==> config.mk <==
export PLATFORM = sky130hd
export DESIGN_NAME = dram_row_splitter
export DESIGN_NICKNAME = d
export VERILOG_FILES = /design/src/rtl/dram_row_splitter.sv
export SDC_FILE = /design/constraint.sdc
export NUM_CORES = 1
export LEC_CHECK = 0
export ABC_AREA = 1
export CAP_MARGIN = 20
export CORE_ASPECT_RATIO = 1.25
export CORE_UTILIZATION = 25
export CTS_CLUSTER_DIAMETER = 60
export DETAILED_ROUTE_END_ITERATION = 12
export GPL_ROUTABILITY_DRIVEN = 0
export GPL_TIMING_DRIVEN = 0
export PLACE_DENSITY = 0.58
export RECOVER_POWER = 25
export SLEW_MARGIN = 10
export SYNTH_ARGS = -nofsm -noshare
export SYNTH_HDL_FRONTEND = slang
export SYNTH_SLANG_ARGS = --single-unit
==> constraint.sdc <==
create_clock -name clk -period 3.8 [get_ports clk]
set_input_delay 0.38 -clock clk [delete_from_list [all_inputs] [get_ports clk]]
set_output_delay 0.38 -clock clk [all_outputs]
set_load 0.01 [all_outputs]
==> src/rtl/dram_row_splitter.sv <==
// dram_row_splitter: cuts AXI4 INCR bursts that cross a 4 KB DRAM row into two row-aligned sub-bursts.
// Define DRAM_SPLIT_CNT_EN to add the saturating split_cnt output.
module dram_row_splitter (
  input  logic        clk,
  input  logic        rst,
  input  logic [7:0]  ARID_S,
  input  logic [31:0] ARADDR_S,
  input  logic [3:0]  ARLEN_S,
  input  logic [2:0]  ARSIZE_S,
  input  logic [1:0]  ARBURST_S,
  input  logic        ARVALID_S,
  output logic        ARREADY_S,
  output logic [7:0]  RID_S,
  output logic [31:0] RDATA_S,
  output logic [1:0]  RRESP_S,
  output logic        RLAST_S,
  output logic        RVALID_S,
  input  logic        RREADY_S,
  input  logic [7:0]  AWID_S,
  input  logic [31:0] AWADDR_S,
  input  logic [3:0]  AWLEN_S,
  input  logic [2:0]  AWSIZE_S,
  input  logic [1:0]  AWBURST_S,
  input  logic        AWVALID_S,
  output logic        AWREADY_S,
  input  logic [31:0] WDATA_S,
  input  logic [3:0]  WSTRB_S,
  input  logic        WLAST_S,
  input  logic        WVALID_S,
  output logic        WREADY_S,
  output logic [7:0]  BID_S,
  output logic [1:0]  BRESP_S,
  output logic        BVALID_S,
  input  logic        BREADY_S,
  output logic [7:0]  ARID_M,
  output logic [31:0] ARADDR_M,
  output logic [3:0]  ARLEN_M,
  output logic [2:0]  ARSIZE_M,
  output logic [1:0]  ARBURST_M,
  output logic        ARVALID_M,
  input  logic        ARREADY_M,
  input  logic [7:0]  RID_M,
  input  logic [31:0] RDATA_M,
  input  logic [1:0]  RRESP_M,
  input  logic        RLAST_M,
  input  logic        RVALID_M,
  output logic        RREADY_M,
  output logic [7:0]  AWID_M,
  output logic [31:0] AWADDR_M,
  output logic [3:0]  AWLEN_M,
  output logic [2:0]  AWSIZE_M,
  output logic [1:0]  AWBURST_M,
  output logic        AWVALID_M,
  input  logic        AWREADY_M,
  output logic [31:0] WDATA_M,
  output logic [3:0]  WSTRB_M,
  output logic        WLAST_M,
  output logic        WVALID_M,
  input  logic        WREADY_M,
  input  logic [7:0]  BID_M,
  input  logic [1:0]  BRESP_M,
  input  logic        BVALID_M,
`ifdef DRAM_SPLIT_CNT_EN
  output logic [15:0] split_cnt,
`endif
  output logic        BREADY_M
);
  typedef enum logic [3:0] {IDLE, RA1, RD1, RA2, RD2, WA1, WD1, WB1, WA2, WD2, WB2} state_t;
  state_t state, state_next;
  logic [7:0]  id;
  logic [2:0]  size;
  logic [1:0]  burst;
  logic        split;
  logic [31:0] cur_addr;
  logic [3:0]  cur_len;
  logic [19:0] a2_row;
  logic [3:0]  l2;
  logic [3:0]  cnt;
  logic [1:0]  resp1;
  logic        cap_rd, cap_wr, cap;
  logic [31:0] c_addr;
  logic [3:0]  c_len, c_l1;
  logic [1:0]  c_burst;
  logic        c_split;
  logic        rd_st, wd_st, final_b, r_last_hs, w_hs, seg1_b, seg2_load;
  logic        unused_inputs;
  assign unused_inputs = ^{WLAST_S, RID_M, BID_M};
  assign cap_rd  = state == IDLE && ARVALID_S;
  assign cap_wr  = state == IDLE && !ARVALID_S && AWVALID_S;
  assign cap     = cap_rd || cap_wr;
  assign c_addr  = cap_rd ? ARADDR_S : AWADDR_S;
  assign c_len   = cap_rd ? ARLEN_S : AWLEN_S;
  assign c_burst = cap_rd ? ARBURST_S : AWBURST_S;
  // Word index plus LEN reaching 1024 means the last beat lands in the next row.
  assign c_split = c_burst == 2'b01 && ({1'b0, c_addr[11:2]} + {7'd0, c_len}) > 11'd1023;
  // Low nibble of 1023 - word index; only those 4 bits survive into LEN.
  assign c_l1    = c_split ? 4'hF - c_addr[5:2] : c_len;
  assign rd_st     = state == RD1 || state == RD2;
  assign wd_st     = state == WD1 || state == WD2;
  assign seg1_b    = state == WB1 && split;
  assign final_b   = state == WB2 || (state == WB1 && !split);
  assign r_last_hs = rd_st && RVALID_M && RREADY_S && RLAST_M;
  assign w_hs      = wd_st && WVALID_S && WREADY_M;
  assign seg2_load = (state == RD1 && split && r_last_hs) || (seg1_b && BVALID_M);
  assign ARREADY_S = state == IDLE;
  assign AWREADY_S = state == IDLE && !ARVALID_S;
  assign ARID_M    = id;
  assign ARADDR_M  = cur_addr;
  assign ARLEN_M   = cur_len;
  assign ARSIZE_M  = size;
  assign ARBURST_M = burst;
  assign ARVALID_M = state == RA1 || state == RA2;
  assign AWID_M    = id;
  assign AWADDR_M  = cur_addr;
  assign AWLEN_M   = cur_len;
  assign AWSIZE_M  = size;
  assign AWBURST_M = burst;
  assign AWVALID_M = state == WA1 || state == WA2;
  assign RID_S     = id;
  assign RDATA_S   = RDATA_M;
  assign RRESP_S   = RRESP_M;
  assign RVALID_S  = rd_st && RVALID_M;
  assign RREADY_M  = rd_st && RREADY_S;
  assign RLAST_S   = rd_st && RLAST_M && (state == RD2 || !split);
  assign WDATA_M   = WDATA_S;
  assign WSTRB_M   = WSTRB_S;
  assign WVALID_M  = wd_st && WVALID_S;
  assign WREADY_S  = wd_st && WREADY_M;
  assign WLAST_M   = wd_st && cnt == cur_len;
  assign BID_S     = id;
  assign BVALID_S  = final_b && BVALID_M;
  assign BREADY_M  = seg1_b || (final_b && BREADY_S);
  assign BRESP_S   = resp1 > BRESP_M ? resp1 : BRESP_M;
  always_comb begin
    state_next = state;
    case (state)
      IDLE:    state_next = cap_rd ? RA1 : cap_wr ? WA1 : IDLE;
      RA1:     state_next = ARREADY_M ? RD1 : RA1;
      RD1:     state_next = r_last_hs ? (split ? RA2 : IDLE) : RD1;
      RA2:     state_next = ARREADY_M ? RD2 : RA2;
      RD2:     state_next = r_last_hs ? IDLE : RD2;
      WA1:     state_next = AWREADY_M ? WD1 : WA1;
      WD1:     state_next = w_hs && WLAST_M ? WB1 : WD1;
      WB1:     state_next = BVALID_M && BREADY_M ? (split ? WA2 : IDLE) : WB1;
      WA2:     state_next = AWREADY_M ? WD2 : WA2;
      WD2:     state_next = w_hs && WLAST_M ? WB2 : WD2;
      WB2:     state_next = BVALID_M && BREADY_S ? IDLE : WB2;
      default: state_next = IDLE;
    endcase
  end
  always_ff @(posedge clk or posedge rst)
    if (rst) state <= IDLE;
    else     state <= state_next;
  always_ff @(posedge clk or posedge rst) begin
    if (rst) begin
      id       <= '0;
      size     <= '0;
      burst    <= '0;
      split    <= 1'b0;
      cur_addr <= '0;
      cur_len  <= '0;
      a2_row   <= '0;
      l2       <= '0;
      cnt      <= '0;
      resp1    <= 2'b00;
    end else begin
      if (cap) begin
        id       <= cap_rd ? ARID_S : AWID_S;
        size     <= cap_rd ? ARSIZE_S : AWSIZE_S;
        burst    <= c_burst;
        split    <= c_split;
        cur_addr <= c_addr;
        cur_len  <= c_l1;
        a2_row   <= c_addr[31:12] + 20'd1;
        l2       <= c_len - c_l1 - 4'd1;
        resp1    <= 2'b00;
      end
      if (seg2_load) begin
        cur_addr <= {a2_row, 12'h000};
        cur_len  <= l2;
      end
      if (seg1_b && BVALID_M) resp1 <= BRESP_M;
      if (w_hs) cnt <= WLAST_M ? 4'd0 : cnt + 4'd1;
    end
  end
`ifdef DRAM_SPLIT_CNT_EN
  always_ff @(posedge clk or posedge rst)
    if (rst) split_cnt <= '0;
    else if (cap && c_split && split_cnt != 16'hFFFF) split_cnt <= split_cnt + 16'd1;
`endif
endmodule

======== After elaboration in Yosys (flattened, before gate mapping) ========
Index checks and enable logic that the tools add are counted.
word-level totals
  output and inout port bits .............. 198
  bits in registers ....................... 84
  word-level logic and storage cells ...... 98
  bits of input ports ..................... 200
operators by class
  reduce and logical (&&, ||, !) cells .... 38
  equality and inequality tests ........... 12
  add/subtract/negate cells ............... 6
  muxes and demuxes ....................... 29
  magnitude comparators ................... 2
operators by type and width
  cell                     number
  $mux W32                 3
  $pmux W4 S11             1
  $mux W4                  8
  $logic_and A1 B1 Y1      24
  $add A20 B1 Y20 const B  1
  $mux W2                  9
  $eq A4 B3 Y1 const B     4
  $mux W3                  5
  $eq A4 B4 Y1 const B     3
  $add A10 B4 Y11          1
  $gt A11 B10 Y1 const B   1
  $logic_or A1 B1 Y1       9
  $eq A4 B2 Y1 const B     2
  $mux W8                  1
  $add A4 B1 Y4 const B    1
  $eq A4 B1 Y1 const B     1
  $eq A4 B4 Y1             1
  $logic_not A4 Y1         1
  $reduce_bool A2 Y1       2
  $sub A4 B1 Y4 const B    1
  $sub A4 B4 Y4            1
  $sub A4 B4 Y4 const A    1
  $eq A2 B1 Y1 const B     1
  $gt A2 B2 Y1             1
  other kinds (2)          4

======== Depth between registers and ports, before layout ========
Gate-level depths: netlist of run 1.
  depth after elaboration ................. 9
  mapped depth ............................ 25
  gate-level depth less buffers ........... 24

======== Worst setup path before layout of run 1 ========
OpenSTA, ideal clock, no wires.
  path kind ............................... input to register
  from .................................... input ARVALID_S
  to ...................................... register l2[2]
  cell stages on the path ................. 20
  arrival time ............................ 3038 ps
  data required time ...................... 3674 ps
  library setup time ...................... 126 ps
  setup slack ............................. 636 ps
  buffers on the path ..................... 4
  cell sequence ........................... buf_2 > nand3_4 > buf_6 > buf_6 > buf_2 > o21ai_0 > inv_1 > ha_1 > ha_1 > inv_1 > nand2_1 > nand2_1 > nand2_1 > nand2_4 > o21ai_2 > ha_1 > fa_1 > xor2_1 > nand2_1 > o21ai_0
between the ends
  word-level cells in the longest chain between the ends .. 8
  elaborated cells on any way between the ends .. 16
  those cells by class .................... add/sub: 4; order compare: 1; eq/ne: 1; mux: 4; reduce/logical: 6
RTL lines
  element                                     line    RTL
  start: declaration                          11      input logic ARVALID_S,
  $logic_and A1 B1 Y1                         88      assign cap_rd = state == IDLE && ARVALID_S;
  $mux W32 / $mux W4 (equally long branches)  91, 92
  $add A10 B4 Y11                             95      assign c_split = c_burst == 2'b01 && ({1'b0, c_addr[11:2]} + {7'd0, c_len}) > 11'd1023;
  $gt A11 B10 Y1                              95
  $logic_and A1 B1 Y1                         95
  $mux W4                                     97      assign c_l1 = c_split ? 4'hF - c_addr[5:2] : c_len;
  $sub A4 B4 Y4                               175     l2 <= c_len - c_l1 - 4'd1;
  $sub A4 B1 Y4                               175
  end signal: assignment                      175
  end: declaration                            77      logic [3:0] l2;
Several ways; a longest one is shown, not always the timed one.
A chain may end at the register's enable or synchronous reset.

======== Worst setup path in the final report of run 1 ========
  from .................................... register state[0]
  to ...................................... register l2[2]
between the ends
  word-level cells in the longest chain between the ends .. 9
  elaborated cells on any way between the ends .. 16
  those cells by class .................... add/sub: 4; order compare: 1; eq/ne: 1; mux: 4; reduce/logical: 6
RTL lines
  element                                     line    RTL
  start: declaration                          69      state_t state, state_next;
  start signal: assignment                    153     else state <= state_next;
  $logic_not A4 Y1 *                          88, 89
  $logic_and A1 B1 Y1                         88
  $mux W32 / $mux W4 (equally long branches)  91, 92
  $add A10 B4 Y11                             95
  $gt A11 B10 Y1                              95
  $logic_and A1 B1 Y1                         95
  $mux W4                                     97
  $sub A4 B4 Y4                               175
  $sub A4 B1 Y4                               175
Mark *: on every way between the ends. The rest lies on a longest branch, timed or not.

==> results of run 1 <==
cell type report:
class                           instances  area (µm²)  area share, %
Buffer                                169        1200           11.9
Clock buffer                           11         253           2.49
Clock inverter                          5        35.0          0.345
Inverter                              101         380           3.75
Multi-Input combinational cell        509        2650           26.1
Sequential cell                        84        2100           20.7
Tap cell                              330         413           4.07
Timing Repair Buffer                  312        3110           30.7
flip-flops by register name, summed over array words and instances (netlist names):
signal,cells
ARADDR_M,32
ARSIZE_M,3
ARBURST_M,2
ARLEN_M,4
a2_row,20
split,1
ARID_M,8
l2,4
cnt,4
resp1,2
state,4
what timing repair did:
item	4_1_cts	5_1_grt
setup endpoints to repair	3	3
buffers inserted	0	2
resized for setup	2	2
pin swaps	1	1
metrics by stage:
step           setup TNS, ps  hold WS (ps)  setup WS [ps]  utilization [%]
6_report                   0           481            270             41.1
5_1_grt                    0           506           12.6             41.1
4_1_cts                    0           480           38.5             41.2
3_5_place_dp            -177           463          -97.7             40.0
3_3_place_gp          -33030           461           -399             39.9
2_1_floorplan              0           442            636                -
worst max path at each step:
stage | from | to | slack, ps
6_report | state[0]$_DFF_PP0_ | l2[2]$_DFFE_PP0P_ | 270
3_3_place_gp | rst | ARADDR_M[18]$_DFFE_PP0P_ | -400
4_1_cts | state[3]$_DFF_PP0_ | l2[2]$_DFFE_PP0P_ | 40
5_1_grt | state[0]$_DFF_PP0_ | l2[3]$_DFFE_PP0P_ | 10
3_5_place_dp | state[3]$_DFF_PP0_ | l2[3]$_DFFE_PP0P_ | -100
2_1_floorplan | ARVALID_S | l2[2]$_DFFE_PP0P_ | 640
cell usage after synthesis, types with 6 or more instances:
library cell    n
ha_1           12
nand3_1        49
dfrtp_1        84
o21ai_0        26
o21ai_2        11
xor2_1          8
o21ai_1        21
nor2_2          8
a31oi_1        19
nand4_1        14
o211ai_1       20
inv_1         100
nor2_1         62
clkbuf_1        6
buf_4         135
buf_2          21
a21oi_1         9
nand2_1       204
metal layers:
metal	vias up	global-route usage [%]	part of all wire, %
met4	0	4.29	1.3
li1	3260	-	-
met5	-	0	0
met3	18	2.18	5.2
met2	229	33.6	53
met1	3030	20.4	40
kinds of logic after synthesis:
logic type	after synthesis
AOI/OAI and AO/OA	120
adders and majority gates	13
DFF	84
xor gates and xnor gates	10
muxes	2
buffers and inverters	270
and+or+nand+nor	364
worst register-to-register path: cells and delay by family, from the launching register on:
kind	cells	cell delay (ps)
xor gates and xnor gates	1	180
adders and majority gates	3	900
AOI/OAI and AO/OA	3	380
buffers and inverters	5	520
and+or+nand+nor	9	960
DFF	1	440
report_power, final:
part,switching (mW),leakage (nW),internal (mW)
sequential,0.413,1.02,1.32
clock,0.380,0.142,0.480
combinational,1.93,3.63,2.27
==> results.md, run 1 <==
- Status: finished, violations left
- Failing checks: max-capacitance violations, max-slew violations
- Leak: 4.78 nW
- Hold Buf Count CTS: 0
- CORE AREA: about 25000 µm²
- Global-route wire length before repair: 34.9 mm
- Final non-filler cell total: roughly 1500
- Initial Util: 25.6%
- Fin crit period: between 3000 and 4000 ps
- Worst Clk Skew: around 11 ps
- Least-Margin Pin Slew: roughly 2000 ps
- CTS Root Cell: clkbuf_16
- Post-DP Area: slightly below 10000 µm²
- Synth area leader: dfrtp_1
- CP max stage delay: about 440 ps
- Post-layout nets: 1399
- Post-Syn Nets: 1076
- Compound-Gate Fraction of Synth Area: between 10 and 15%
- Worst path top cell family by delay: simple AND/OR/NAND/NOR gates
- Drt initial violations: 248
- Vias: ~6500
- RSZ-0062 raised after global routing: no
- Drt total wl: 22.9 mm
- Die span in y: ~180 µm
- Num CTS Buffers: 9
- Largest net degree at the start of global routing: between 40 and 50
- Final setup fails: 0
- Final hold violations: 0
- DP Cell Count: approximately 1500
- Hold_sp: a2_row[1]$_DFFE_PP0P_
- Die ar.: ~26000 µm²
- Synth area leaders: dfrtp_1 (33%), buf_4 (16%), nand2_1 (12%)
- Die width: between 100 and 150 µm
- Cell Area, Synth: 6320 µm²
- Ant diodes: 0
- Async S/R FF share, synth: 100%
- Area Growth Syn to Fin: 60.5%
- Boundary Pins: 398
- Worst Hold Class: flip-flop to flip-flop
- Worst R2R Setup Slack: roughly 270 ps
- Worst path most repeated cell: nand2_1
- GR Util All Layers: 17.7%
- Final ANT Viol Nets: 0
- Synth Area in Simple Gates: between 20% and 30%
- CP bufs+invs: 5
- Critical Path AT: between 3000 and 4000 ps
- Cell count of the worst reg-to-reg path: 21
- Crit Path Max Fanout: 10
- Max_slew headroom: -31.4%
- CTS tree: built
- Clk sinks: 84
- FF-to-FF Start: state[0]$_DFF_PP0_
- Final period utilization: between 90% and 100%
- Crit path depth: 21
- Adder-Cell Fraction of Synth Area: around 2.7%
- PD cells: approximately 670 nW/µm²
- Startpoint types: flip-flop
- Row Count: 64
- IO Port Bufs: 309
- Share of the synthesized area in the top cell type: approximately a third
- Unique masters post-synth: 43
- Maxcap violations: 1
- Most frequent cells in the layout: clkdlybuf4s50_1 (301), nand2_1 (204), buf_4 (137)
- Crit-path cells: nor2_4 -> nand3_4 -> buf_4 -> inv_1 -> buf_2 -> or2_2 -> o21ai_1 -> inv_1 -> ha_1 -> nand2_1 -> inv_1 -> nand2_1 -> nand2_1 -> nand2_4 -> nand2_1 -> o21ai_2 -> ha_1 -> fa_1 -> xor2_1 -> nand2_1 -> o21ai_0
- Hold path depth: 2
- Largest family of logic cells by synthesized area: simple AND/OR/NAND/NOR gates
- Filler cell count: around 2600
- Critical Path RT: 4010 ps
- Worst Hold Endpoint: a2_row[1]$_DFFE_PP0P_
- Design Power: 6.79 mW
- H-tree levels: 3
- Antenna violations before repair: 0
- Setup CP Type: flip-flop to flip-flop
- XOR/XNOR share of the synthesized area: roughly 1.4%
- Global route overflow: 0
- # DRC: 0
- Most common cell after layout, fill and taps aside: clkdlybuf4s50_1
- Clock buffer depth: 2
- Layout cells sized above 1: approximately a fifth
- DP HPWL: between 15 and 20 mm
- Worst-Skew Late Latency: between 300 and 400 ps
- Pre-antenna DRT Iters: 5
- Crit end category: flip-flop
- Number of synthesized register bits: 84
- Design Area, Final: between 10000 and 15000 µm²
- Seq/Total Area, Yosys: about a third
- Mux cell area share after synthesis: less than 1%
- Mapped Cells: between 800 and 900
- Peak supply drop: 0.000241 V
- Clock-pin slew on the worst setup and hold paths: ~70 ps
- Crit-path slowest cell: dfrtp_1
- Vias in the first global route: 6498
- Achievable frequency: 283 MHz
- Number of vias per cell: about 4.3
- Synth warnings: 0
- Wirelength per Cell: roughly 15 µm
- Slew Limit Fails: 42
- Syn avg cell area: around 7.3 µm²
- Synth Flop Type: dfrtp_1
- EDFF count, synth: 0
- Worst R2R End: l2[2]$_DFFE_PP0P_
No activity file was read; power rests on OpenSTA's default activity.
==> run 2: changes to the inputs <==
PLACE_DENSITY = 0.66   (was 0.58)
==> run 2 against run 1 <==
  * Clock skew down 4.3 ps
  * Total power down 0.53%
  * Largest power group unchanged
  * Critical path depth down 1
  * Core utilization down 0.096 points
  * Highest routed layer unchanged
  * Worst hold slack worse by 9.6 ps
  * Cell area down 0.23%
  * The run still ends with max-capacitance violations, max-slew violations left
  * Global-route usage down 0.11 points
  * First-iteration DRC count up 23%
==> results.md, run 2 (same netlist as run 1, synthesis figures left out) <==
- Design Power: a little under 7 mW
- Row Count: 64
- FF-to-FF Start: state[0]$_DFF_PP0_
- Die span in y: ~180 µm
- Hold path depth: 2
- CORE AREA: around 25000 µm²
- Final period utilization: between 90% and 100%
- Final hold violations: 0
- Worst Hold Endpoint: a2_row[1]$_DFFE_PP0P_
- Peak supply drop: roughly 0.00031 V
- Final ANT Viol Nets: 0
- Layout cells sized above 1: 18.4%
- # DRC: 0
- H-tree levels: 3
- Final worst setup slack: 270 ps
- Worst R2R End: l2[2]$_DFFE_PP0P_
- Crit end category: flip-flop
- Worst R2R Setup Slack: approximately 270 ps
- Final setup fails: 0
- Pre-antenna DRT Iters: 4
- IO Port Bufs: roughly 300
- Global-route wire length before repair: between 30 and 40 mm
- Drt initial violations: about 310
- Maxcap violations: 1
- Die ar.: between 20000 and 30000 µm²
- Failing checks: max-capacitance violations, max-slew violations
- Number of vias per cell: 4.30
- Critical Path RT: 4020 ps
- PD cells: approximately 670 nW/µm²
- Worst Hold Class: flip-flop to flip-flop
- CP startpoint: state[0]$_DFF_PP0_
- Initial Util: roughly 26%
- Layout Utilization: 41.0%
- CTS Root Cell: clkbuf_16
- Wirelength per Cell: roughly 15 µm
- CTS tree: built
- Worst-Skew Late Latency: about 350 ps
- Clock buffer depth: 2
- Vias: 6543
- Clk sinks: 84
- Leak: approximately 4.8 nW
- Global route overflow: 0
- Vias in the first global route: about 6400
- Slew Limit Fails: 58
- Max_slew headroom: -1.01%
- Crit Path Max Fanout: 10
- Die width: ~140 µm
- DP Worst Slack: 14.3 ps
- Hold slack: 471 ps
- Max reg flops: 32
- Boundary Pins: roughly 400
- Area Growth Syn to Fin: 60.1%
- Post-layout nets: approximately 1400
- GR Util All Layers: 17.6%
- Num CTS Buffers: 9
- Drt total wl: between 20 and 25 mm
- Critical Path AT: between 3000 and 4000 ps
- Clock-pin slew on the worst setup and hold paths: approximately 60 ps
- Largest net degree at the start of global routing: 58
- Most common cell after layout, fill and taps aside: clkdlybuf4s50_1
- RSZ-0062 raised after global routing: no
- Hold Buf Count CTS: 0
- Post-DP Area: between 9000 and 10000 µm²
- DP HPWL: 18.5 mm
- Hold_sp: a2_row[1]$_DFFE_PP0P_
- Most frequent cells in the layout: clkdlybuf4s50_1 (301), nand2_1 (204), buf_4 (136)
- Least-Margin Pin Slew: about 1500 ps
- Worst Clk Skew: ~6.3 ps
- Antenna violations before repair: 0
- Design Area, Final: roughly 10000 µm²
- Startpoint types: flip-flop
- Setup CP Type: flip-flop to flip-flop
- Cell count of the worst reg-to-reg path: 20
- Ant diodes: 0
- Fin crit period: between 3000 and 4000 ps
- Achievable frequency: between 200 and 300 MHz
- Status: finished, violations left
## run 2: changes by cell type in the layout (fill, tap and decap cells not counted), sizes merged
cell,previous run,this run
buf,165,164
clkbuf,18,19
clkinv,4,3
clkinvlp,2,3
inv,100,99
## run 2: power by group
| part | total [mW] | internal, mW | leakage [nW] | switching [mW] |
|---|---|---|---|---|
| Clock | 0.829 | 0.459 | 0.129 | 0.370 |
| Combinational | 4.20 | 2.27 | 3.62 | 1.93 |
| Sequential | 1.73 | 1.32 | 1.02 | 0.412 |
## run 2: what timing repair did
item | 4_1_cts | 5_1_grt
setup buffers | 0 | 1
endpoints found under the setup margin | 0 | 3
gates resized for setup | 0 | 4
## run 2: final cells by class
class / instances / area, µm²
Clock inverter: 4 / 25.0
Fill cell: 2540 / 14500
Timing Repair Buffer: 311 / 3110
Tap cell: 330 / 413
Multi-Input combinational cell: 509 / 2650
Buffer: 169 / 1200
Sequential cell: 84 / 2100
Inverter: 101 / 380
Clock buffer: 12 / 246
## run 2: through the flow
step / std cells / setup TNS (ps)
2_1_floorplan: 863 / 0
3_3_place_gp: 1502 / -32320
3_5_place_dp: 1503 / 0
4_1_cts: 1519 / 0
5_1_grt: 1520 / 0
6_report: 1520 / 0
## run 2: worst max path at each step
| stage | endpoint | cells after the start |
|---|---|---|
| after floorplan | l2[2]$_DFFE_PP0P_ | 20 |
| after global placement | ARADDR_M[11]$_DFFE_PP0P_ | 2 |
| after detailed placement | l2[3]$_DFFE_PP0P_ | 24 |
| after CTS | l2[3]$_DFFE_PP0P_ | 24 |
| after global routing | l2[3]$_DFFE_PP0P_ | 24 |
| final | l2[2]$_DFFE_PP0P_ | 20 |
## run 2: critical path, stage by stage (launching register included)
cell and delay (ps):
dfrtp_1 430, nor2_4 190, nand3_4 110, buf_6 180
buf_6 170, buf_2 200, o21ai_0 280, ha_1 220
ha_1 150, inv_1 40, nand2_1 60, nand2_1 50
nand2_1 130, nand2_4 120, nand2_1 100, o21ai_2 70
ha_1 220, fa_1 380, xor2_1 170, nand2_1 60
o21ai_0 70
## run 2: metal layers
| layer | global-route usage, % | part of all wire [%] | routed length, µm |
|---|---|---|---|
| met4 | 5.64 | 1.8 | 407 |
| met2 | 33.7 | 54 | 12400 |
| met1 | 19.6 | 39 | 8830 |
| met5 | 0 | 0 | 0 |
| met3 | 1.92 | 5.2 | 1180 |
